--- config.mk ---
export PLATFORM = sky130hd
export DESIGN_NAME = sync_meter
export DESIGN_NICKNAME = d
export VERILOG_FILES = /design/src/rtl/sync_meter.sv
export SDC_FILE = /design/constraint.sdc
export NUM_CORES = 1
export LEC_CHECK = 0
export BUFFER_PORTS_ARGS = -buffer_cell sky130_fd_sc_hd__clkbuf_2
export CAP_MARGIN = 20
export CORE_ASPECT_RATIO = 0.8
export CORE_MARGIN = 1.5
export CORE_UTILIZATION = 55
export DETAILED_ROUTE_END_ITERATION = 10
export MAX_ROUTING_LAYER = met4
export PLACE_DENSITY = 0.85
export SLEW_MARGIN = 20
export SYNTH_ARGS = -nofsm -noshare
export SYNTH_HDL_FRONTEND = slang
export SYNTH_SLANG_ARGS = --single-unit
--- constraint.sdc ---
create_clock -name PCLK_in -period 4.2 [get_ports PCLK_in]
set_clock_uncertainty 0.15 [all_clocks]
set_input_delay 0.21 -clock PCLK_in [delete_from_list [all_inputs] [get_ports PCLK_in]]
set_output_delay 0.21 -clock PCLK_in [all_outputs]
set_load 0.01 [all_outputs]
--- src/rtl/sync_meter.sv ---
// rtl/sync_meter.sv - input video timing meter on the pixel clock domain
//
// Measures line period, hsync width, lines per field and interlace from the
// pre-registered TVP7002 syncs, and tracks horizontal lock with a small
// NOSYNC / ACQUIRE / LOCKED state machine evaluated once per line.
//
// Ports:
//   PCLK_in     in   1        pixel clock
//   reset_n     in   1        asynchronous active-low reset
//   HSYNC_in    in   1        active-low hsync, registered to PCLK_in
//   VSYNC_in    in   1        active-low vsync, registered to PCLK_in
//   FID_in      in   1        field id, registered to PCLK_in
//   meas_clear  in   1        single-cycle pulse, clears sticky h_unstable
//   h_total     out  H_CNT_W  last accepted line period (PCLK cycles)
//   hs_len      out  H_CNT_W  last hsync low width (PCLK cycles)
//   v_lines     out  V_CNT_W  lines in the last complete field
//   interlaced  out  1        alternating field line counts detected
//   h_locked    out  1        line length is locked
//   h_unstable  out  1        sticky: out-of-tolerance line seen while locked
//   field_tick  out  1        pulse in the cycle v_lines/interlaced update

module sync_meter #(
    parameter int H_CNT_W      = 12,
    parameter int V_CNT_W      = 11,
    parameter int H_TOL        = 2,
    parameter int LOCK_LINES   = 8,
    parameter int UNLOCK_LINES = 4
) (
    input  logic               PCLK_in,
    input  logic               reset_n,
    input  logic               HSYNC_in,
    input  logic               VSYNC_in,
    input  logic               FID_in,
    input  logic               meas_clear,
    output logic [H_CNT_W-1:0] h_total,
    output logic [H_CNT_W-1:0] hs_len,
    output logic [V_CNT_W-1:0] v_lines,
    output logic               interlaced,
    output logic               h_locked,
    output logic               h_unstable,
    output logic               field_tick
);

    localparam int HD_W = H_CNT_W + 1;
    localparam int VD_W = V_CNT_W + 1;
    localparam int GC_W = $clog2(LOCK_LINES + 1);
    localparam int BC_W = $clog2(UNLOCK_LINES + 1);
    localparam logic [H_CNT_W-1:0] H_MAX = '1;
    localparam logic [V_CNT_W-1:0] V_MAX = '1;

    typedef enum logic [1:0] {
        NOSYNC  = 2'd0,
        ACQUIRE = 2'd1,
        LOCKED  = 2'd2
    } state_t;

    state_t             state;
    logic               hs_prev;
    logic               vs_prev;
    logic [H_CNT_W-1:0] h_ctr;
    logic [V_CNT_W-1:0] line_ctr;
    logic [V_CNT_W-1:0] prev_lines;
    logic               fid_last;
    logic [GC_W-1:0]    good_cnt;
    logic [BC_W-1:0]    bad_cnt;

    logic               hs_lead;
    logic               hs_trail;
    logic               vs_lead;
    logic               h_sat;
    logic [HD_W-1:0]    h_diff;
    logic [HD_W-1:0]    h_abs;
    logic               in_tol;
    logic [GC_W-1:0]    good_inc;
    logic [BC_W-1:0]    bad_inc;
    logic [VD_W-1:0]    v_sum;
    logic [V_CNT_W-1:0] v_new;
    logic [VD_W-1:0]    v_diff;
    logic               v_adjacent;

    assign hs_lead  = hs_prev & ~HSYNC_in;
    assign hs_trail = ~hs_prev & HSYNC_in;
    assign vs_lead  = vs_prev & ~VSYNC_in;

    // A real hsync edge in the saturation cycle still gets measured normally.
    assign h_sat = (h_ctr == H_MAX) && !hs_lead;

    // Period is h_ctr itself at the leading edge; the difference is taken one
    // bit wider so it cannot wrap.
    assign h_diff = {1'b0, h_ctr} - {1'b0, h_total};
    assign h_abs  = h_diff[H_CNT_W] ? (~h_diff + HD_W'(1)) : h_diff;
    assign in_tol = (h_abs <= HD_W'(H_TOL));

    assign good_inc = good_cnt + GC_W'(1);
    assign bad_inc  = bad_cnt + BC_W'(1);

    // An hsync lead in the same cycle as the vsync lead belongs to the field
    // that is ending.
    assign v_sum  = {1'b0, line_ctr} + VD_W'(hs_lead);
    assign v_new  = v_sum[V_CNT_W] ? V_MAX : v_sum[V_CNT_W-1:0];
    assign v_diff = {1'b0, v_new} - {1'b0, prev_lines};
    assign v_adjacent = (v_diff == VD_W'(1)) || (v_diff == '1);

    // Edge detection, pixel and line counters, hsync width.
    always_ff @(posedge PCLK_in or negedge reset_n) begin
        if (!reset_n) begin
            hs_prev  <= 1'b1;
            vs_prev  <= 1'b1;
            h_ctr    <= '0;
            hs_len   <= '0;
            line_ctr <= '0;
        end else begin
            hs_prev <= HSYNC_in;
            vs_prev <= VSYNC_in;

            if (hs_lead) begin
                h_ctr <= H_CNT_W'(1);
            end else if (h_ctr != H_MAX) begin
                h_ctr <= h_ctr + H_CNT_W'(1);
            end

            if (hs_trail) begin
                hs_len <= h_ctr;
            end

            if (vs_lead) begin
                line_ctr <= '0;
            end else if (hs_lead && (line_ctr != V_MAX)) begin
                line_ctr <= line_ctr + V_CNT_W'(1);
            end
        end
    end

    // Horizontal lock state machine; h_total, h_locked and h_unstable are
    // registered alongside the state.
    always_ff @(posedge PCLK_in or negedge reset_n) begin
        if (!reset_n) begin
            state      <= NOSYNC;
            h_total    <= '0;
            h_locked   <= 1'b0;
            h_unstable <= 1'b0;
            good_cnt   <= '0;
            bad_cnt    <= '0;
        end else begin
            // Placed first so a same-cycle out-of-tolerance set overrides it.
            if (meas_clear) begin
                h_unstable <= 1'b0;
            end

            if (h_sat) begin
                state      <= NOSYNC;
                h_total    <= '0;
                h_locked   <= 1'b0;
                h_unstable <= 1'b0;
                good_cnt   <= '0;
                bad_cnt    <= '0;
            end else if (hs_lead) begin
                case (state)
                    NOSYNC: begin
                        state    <= ACQUIRE;
                        h_total  <= h_ctr;
                        good_cnt <= '0;
                        bad_cnt  <= '0;
                    end
                    ACQUIRE: begin
                        if (in_tol) begin
                            if (good_inc == GC_W'(LOCK_LINES)) begin
                                state    <= LOCKED;
                                h_locked <= 1'b1;
                                good_cnt <= '0;
                                bad_cnt  <= '0;
                            end else begin
                                good_cnt <= good_inc;
                            end
                        end else begin
                            h_total  <= h_ctr;
                            good_cnt <= '0;
                        end
                    end
                    LOCKED: begin
                        if (in_tol) begin
                            bad_cnt <= '0;
                        end else begin
                            h_unstable <= 1'b1;
                            if (bad_inc == BC_W'(UNLOCK_LINES)) begin
                                state    <= ACQUIRE;
                                h_locked <= 1'b0;
                                good_cnt <= '0;
                                bad_cnt  <= '0;
                            end else begin
                                bad_cnt <= bad_inc;
                            end
                        end
                    end
                    default: begin
                        state    <= NOSYNC;
                        h_total  <= '0;
                        h_locked <= 1'b0;
                        good_cnt <= '0;
                        bad_cnt  <= '0;
                    end
                endcase
            end
        end
    end

    // Field measurement. prev_lines holds the last complete field count used
    // for the interlace comparison; it is forgotten on loss of hsync so the
    // first field afterwards never reports interlace.
    always_ff @(posedge PCLK_in or negedge reset_n) begin
        if (!reset_n) begin
            v_lines    <= '0;
            prev_lines <= '0;
            interlaced <= 1'b0;
            fid_last   <= 1'b0;
            field_tick <= 1'b0;
        end else begin
            field_tick <= vs_lead;
            if (vs_lead) begin
                v_lines    <= v_new;
                prev_lines <= v_new;
                interlaced <= v_adjacent && (FID_in != fid_last);
                fid_last   <= FID_in;
            end else if (h_sat) begin
                prev_lines <= '0;
            end
        end
    end

endmodule
==> metrics.txt <==
# TYPE chip_impl_metric gauge
chip_impl_info{name="highest-signal-layer",value="met4"} 1
chip_impl_metric{name="worst_ep_required_time",unit="ns"} 4.28
chip_impl_metric{name="die_x",unit="um"} 117
chip_impl_metric{name="multi_input_area",unit="sq um"} 3400
chip_impl_metric{name="r2r.worst_path.cells",unit=""} 13
chip_impl_info{name="setup.worst_path.class",value="register to register"} 1
chip_impl_info{name="synth_top_flop_cell",value="dfrtp_1"} 1
chip_impl_metric{name="yosys.area.top_type_share",unit=""} 0.363
chip_impl_metric{name="dieHeight",unit="um"} 94.3
chip_impl_metric{name="remaining_drc_errors",unit=""} 0
chip_impl_metric{name="globalRoute.totalOverflow",unit=""} 0
chip_impl_metric{name="seq_area_frac_synth",unit=""} 0.372
chip_impl_metric{name="worst_skew_pair.late_latency",unit="ns"} 0.35
chip_impl_metric{name="grt_pass1_vias",unit=""} 5004
chip_impl_metric{name="total_wirelength",unit="mm"} 14.9
chip_impl_metric{name="postLayoutCellArea",unit="sq um"} 6670
chip_impl_info{name="r2r-start",value="h_total[0]$_DFFE_PN0P_"} 1
chip_impl_metric{name="timing.final.hold_violations",unit=""} 0
chip_impl_metric{name="cts_inserted_buffers",unit=""} 9
chip_impl_metric{name="cts.sink_count",unit=""} 85
chip_impl_metric{name="netlist_area",unit="sq um"} 5730
chip_impl_info{name="hp-start",value="meas_clear"} 1
chip_impl_metric{name="number_of_antenna_violations_at_the_first_check_in_global_routing",unit=""} 0
chip_impl_metric{name="wl_per_cell",unit="um"} 17.4
chip_impl_metric{name="timing.max_cap.violations",unit=""} 0
chip_impl_metric{name="final_period_minus_worst_setup_slack",unit="ns"} 4.07
chip_impl_metric{name="initial_drt_markers",unit=""} 505
chip_impl_metric{name="pwr_density",unit="nW/um^2"} 607
chip_impl_metric{name="dr.pass1.iters",unit=""} 5
chip_impl_metric{name="flow.area_growth_from_synthesis",unit="%"} 16.5
chip_impl_info{name="cts_tree",value="built"} 1
chip_impl_metric{name="maximum_number_of_pins_on_one_net_before_global_route_repair",unit=""} 86
chip_impl_metric{name="port_buffers",unit=""} 44
chip_impl_metric{name="design.core.area",unit="sq um"} 10200
chip_impl_metric{name="vias_per_cell",unit=""} 6.18
chip_impl_metric{name="finalSetupViolations",unit=""} 0
chip_impl_metric{name="synth_cells",unit=""} 662
chip_impl_metric{name="num_rows",unit=""} 33
chip_impl_metric{name="floorplan.initialDensity",unit=""} 0.561
chip_impl_metric{name="rrSetupSlack",unit="ns"} 0.13
chip_impl_metric{name="dpl-instance-area",unit="sq um"} 6150
chip_impl_metric{name="gp_congestion",unit=""} 0.945
chip_impl_metric{name="tightest_slew_margin_relative_to_the_limit",unit=""} 0.330
chip_impl_metric{name="vdd_ir_drop_max",unit="mV"} 0.386
chip_impl_info{name="reg2reg_to",value="bad_cnt[0]$_DFFE_PN0P_"} 1
chip_impl_info{name="worst_hold_path_type",value="primary input to register"} 1
chip_impl_metric{name="final.setup.tns",unit="ns"} 0
chip_impl_metric{name="maxSlewViolCount",unit=""} 0
chip_impl_metric{name="fill_cells",unit=""} 804
chip_impl_metric{name="dp_hpwl",unit="mm"} 10.5
chip_impl_metric{name="ios",unit=""} 45
chip_impl_metric{name="final.hold.worst_slack",unit="ns"} 0.0251
chip_impl_info{name="synth.area.top_cells",value="dfrtp_1, ha_1, nand2_1"} 1
chip_impl_metric{name="num_antenna_cells",unit=""} 0
chip_impl_info{name="status",value="finished clean"} 1
chip_impl_metric{name="drive_above_1_share",unit=""} 0.196
chip_impl_metric{name="syn_area_per_cell",unit="sq um"} 8.65
chip_impl_metric{name="asyncSetResetFlopFracSynth",unit=""} 1.00
chip_impl_metric{name="pre_cts_setup_slack",unit="ns"} -0.0609
chip_impl_metric{name="synth-edff-count",unit=""} 0
chip_impl_metric{name="number_of_antenna_violating_nets_in_the_routed_design",unit=""} 0
chip_impl_metric{name="critPathArrivalTime",unit="ns"} 4.14
chip_impl_metric{name="number_of_nets_in_the_synthesized_netlist",unit=""} 700
chip_impl_metric{name="power.leakage",unit="nW"} 3.12
chip_impl_metric{name="hold_path_depth",unit=""} 3
chip_impl_metric{name="design.die.area",unit="sq um"} 11000
chip_impl_metric{name="ctsLongestPathBuffers",unit=""} 2
chip_impl_info{name="whs_endpoint",value="h_unstable$_DFF_PN0_"} 1
chip_impl_metric{name="ys_ff_latch",unit=""} 85
chip_impl_metric{name="tightest_slew",unit="ns"} 1.00
chip_impl_metric{name="final-seq-area",unit="sq um"} 2130
chip_impl_metric{name="min_period_over_period",unit=""} 0.968
chip_impl_info{name="cts-root-buf",value="clkbuf_16"} 1
chip_impl_metric{name="detailroute.wirelength.met2",unit="mm"} 6.71
chip_impl_metric{name="worst_slack",unit="ns"} 0.135
chip_impl_metric{name="routedLengthMet1",unit="mm"} 6.60
chip_impl_metric{name="critical_path.max_fanout",unit=""} 9
chip_impl_metric{name="clk_pin_slew_worst_paths",unit="ns"} 0.06
chip_impl_info{name="crit_path_start_kind",value="register"} 1
chip_impl_info{name="post-synth-top-area-cell",value="dfrtp_1"} 1
chip_impl_metric{name="finish.net_count",unit=""} 749
chip_impl_metric{name="groute.usage.overall",unit=""} 0.293
chip_impl_metric{name="wl_met3",unit="mm"} 1.29
chip_impl_metric{name="via_count",unit=""} 5288
chip_impl_metric{name="cts_max_level",unit=""} 3
chip_impl_metric{name="grt_first_pass_wirelength",unit="mm"} 24.4
chip_impl_metric{name="synth.lib_cells_used.distinct",unit=""} 75
chip_impl_info{name="worstSetupEndpointType",value="register"} 1
chip_impl_metric{name="peak_freq",unit="MHz"} 246
chip_impl_metric{name="yosys_warnings",unit=""} 0
## Yosys cell counts (13+ instances only)
cell type   n
nand2_1    68
dfrtp_1    83
inv_1      34
ha_1       30
nor2_1     57
o21ai_0    26
nor3_1     17
or3_1      14
xnor2_1    16
clkbuf_1   29
xor2_1     18
a21oi_1    48
nand3_1    27
a21o_1     14
a31oi_1    13
## cell type report
type,instances,area share
tap,140,0.0263
multi-input combinational,505,0.510
sequential,85,0.319
inverter,37,0.0208
clock buffer,10,0.0358
timing repair buffer,73,0.0700
clock inverter,6,0.0178
## worst max-delay path by stage
stage | startpoint | end | slack (ns) | depth (start not counted)
after floorplan | hs_prev$_DFF_PN1_ | interlaced$_DFFE_PN0P_ | 0.02 | 22
after global placement | h_total[0]$_DFFE_PN0P_ | h_locked$_DFFE_PN0P_ | 0.16 | 13
after detailed placement | h_total[0]$_DFFE_PN0P_ | h_locked$_DFFE_PN0P_ | -0.06 | 13
after CTS | h_total[0]$_DFFE_PN0P_ | h_locked$_DFFE_PN0P_ | 0.03 | 13
after global routing | HSYNC_in | interlaced$_DFFE_PN0P_ | -0.04 | 19
final | h_total[0]$_DFFE_PN0P_ | bad_cnt[0]$_DFFE_PN0P_ | 0.13 | 13
## logic make-up (layout without fill, tap and decap cells)
logic type / Yosys count / in the layout / share of synthesized area
and+or+nand+nor: 260 / 260 / 0.232
AOI/OAI and AO/OA: 164 / 164 / 0.192
buffers and inverters: 72 / 126 / 0.0511
DFF: 85 / 85 / 0.372
muxes: 15 / 15 / 0.0291
adders and majority gates: 32 / 32 / 0.0726
xor gates and xnor gates: 34 / 34 / 0.0520
## flip-flops by register name (all words and copies together), names as in the netlist
name / cells
h_ctr: 12
h_total: 12
hs_len: 12
line_ctr: 11
prev_lines: 11
v_lines: 11
good_cnt: 4
bad_cnt: 3
state: 2
fid_last: 1
field_tick: 1
h_locked: 1
h_unstable: 1
hs_prev: 1
interlaced: 1
vs_prev: 1
## what timing repair did
item,in CTS,in global routing
hold buffers,4,0
hold endpoints to repair,86,0
endpoints found under the setup margin,2,24
pin swaps,0,5
gates resized for setup,3,19
buffers inserted,1,2
## power by group
group	internal [W]	switching, W	total [W]	leakage (nW)
sequential	0.000911	0.000128	0.00104	1.14
combinational	0.000879	0.00118	0.00206	1.80
clock	0.000604	0.000344	0.000948	0.175
## routing by layer
metal,track usage,vias to the layer above
li1,-,2459
met1,0.393,2563
met2,0.443,236
met3,0.0652,30
met4,0.0914,0
met5,-,-
## metrics by stage
stage           util  cells  power, W
6_report       0.654    856   0.00405
5_1_grt        0.654    856   0.00430
4_1_cts        0.645    854   0.00390
3_5_place_dp   0.603    833   0.00288
3_3_place_gp   0.603    833   0.00280
2_1_floorplan      -    662   0.00243
## worst max-delay path: stages (launching register included)
cell and delay (ns):
dfrtp_1 0.41, ha_1 0.26, fa_2 0.38, nand2b_1 0.19, a21oi_1 0.22, xnor2_2 0.15
and4_4 0.24, and2_0 0.16, o32a_1 0.36, or4_4 0.56, buf_4 0.20, nor4b_4 0.28
nor2_2 0.10, mux2_2 0.28
## layout by cell type, fill, tap and decap left out, drive strengths merged, types with 5 or more instances in the layout
master,n
and2,5
nor4b,9
and3,10
nand2,68
mux2,10
nor3,17
a21o,14
nand4,6
a31oi,13
nand3,27
nor2b,8
nor2,59
nand2b,12
clkbuf,53
xor2,18
xnor2,16
dfrtp,83
mux2i,5
o21ai,29
a31o,7
or3,14
a211oi,6
a21oi,48
or2,9
o21a,6
ha,30
buf,26
nor4,5
inv,36
(Power assumes the default switching activity.)
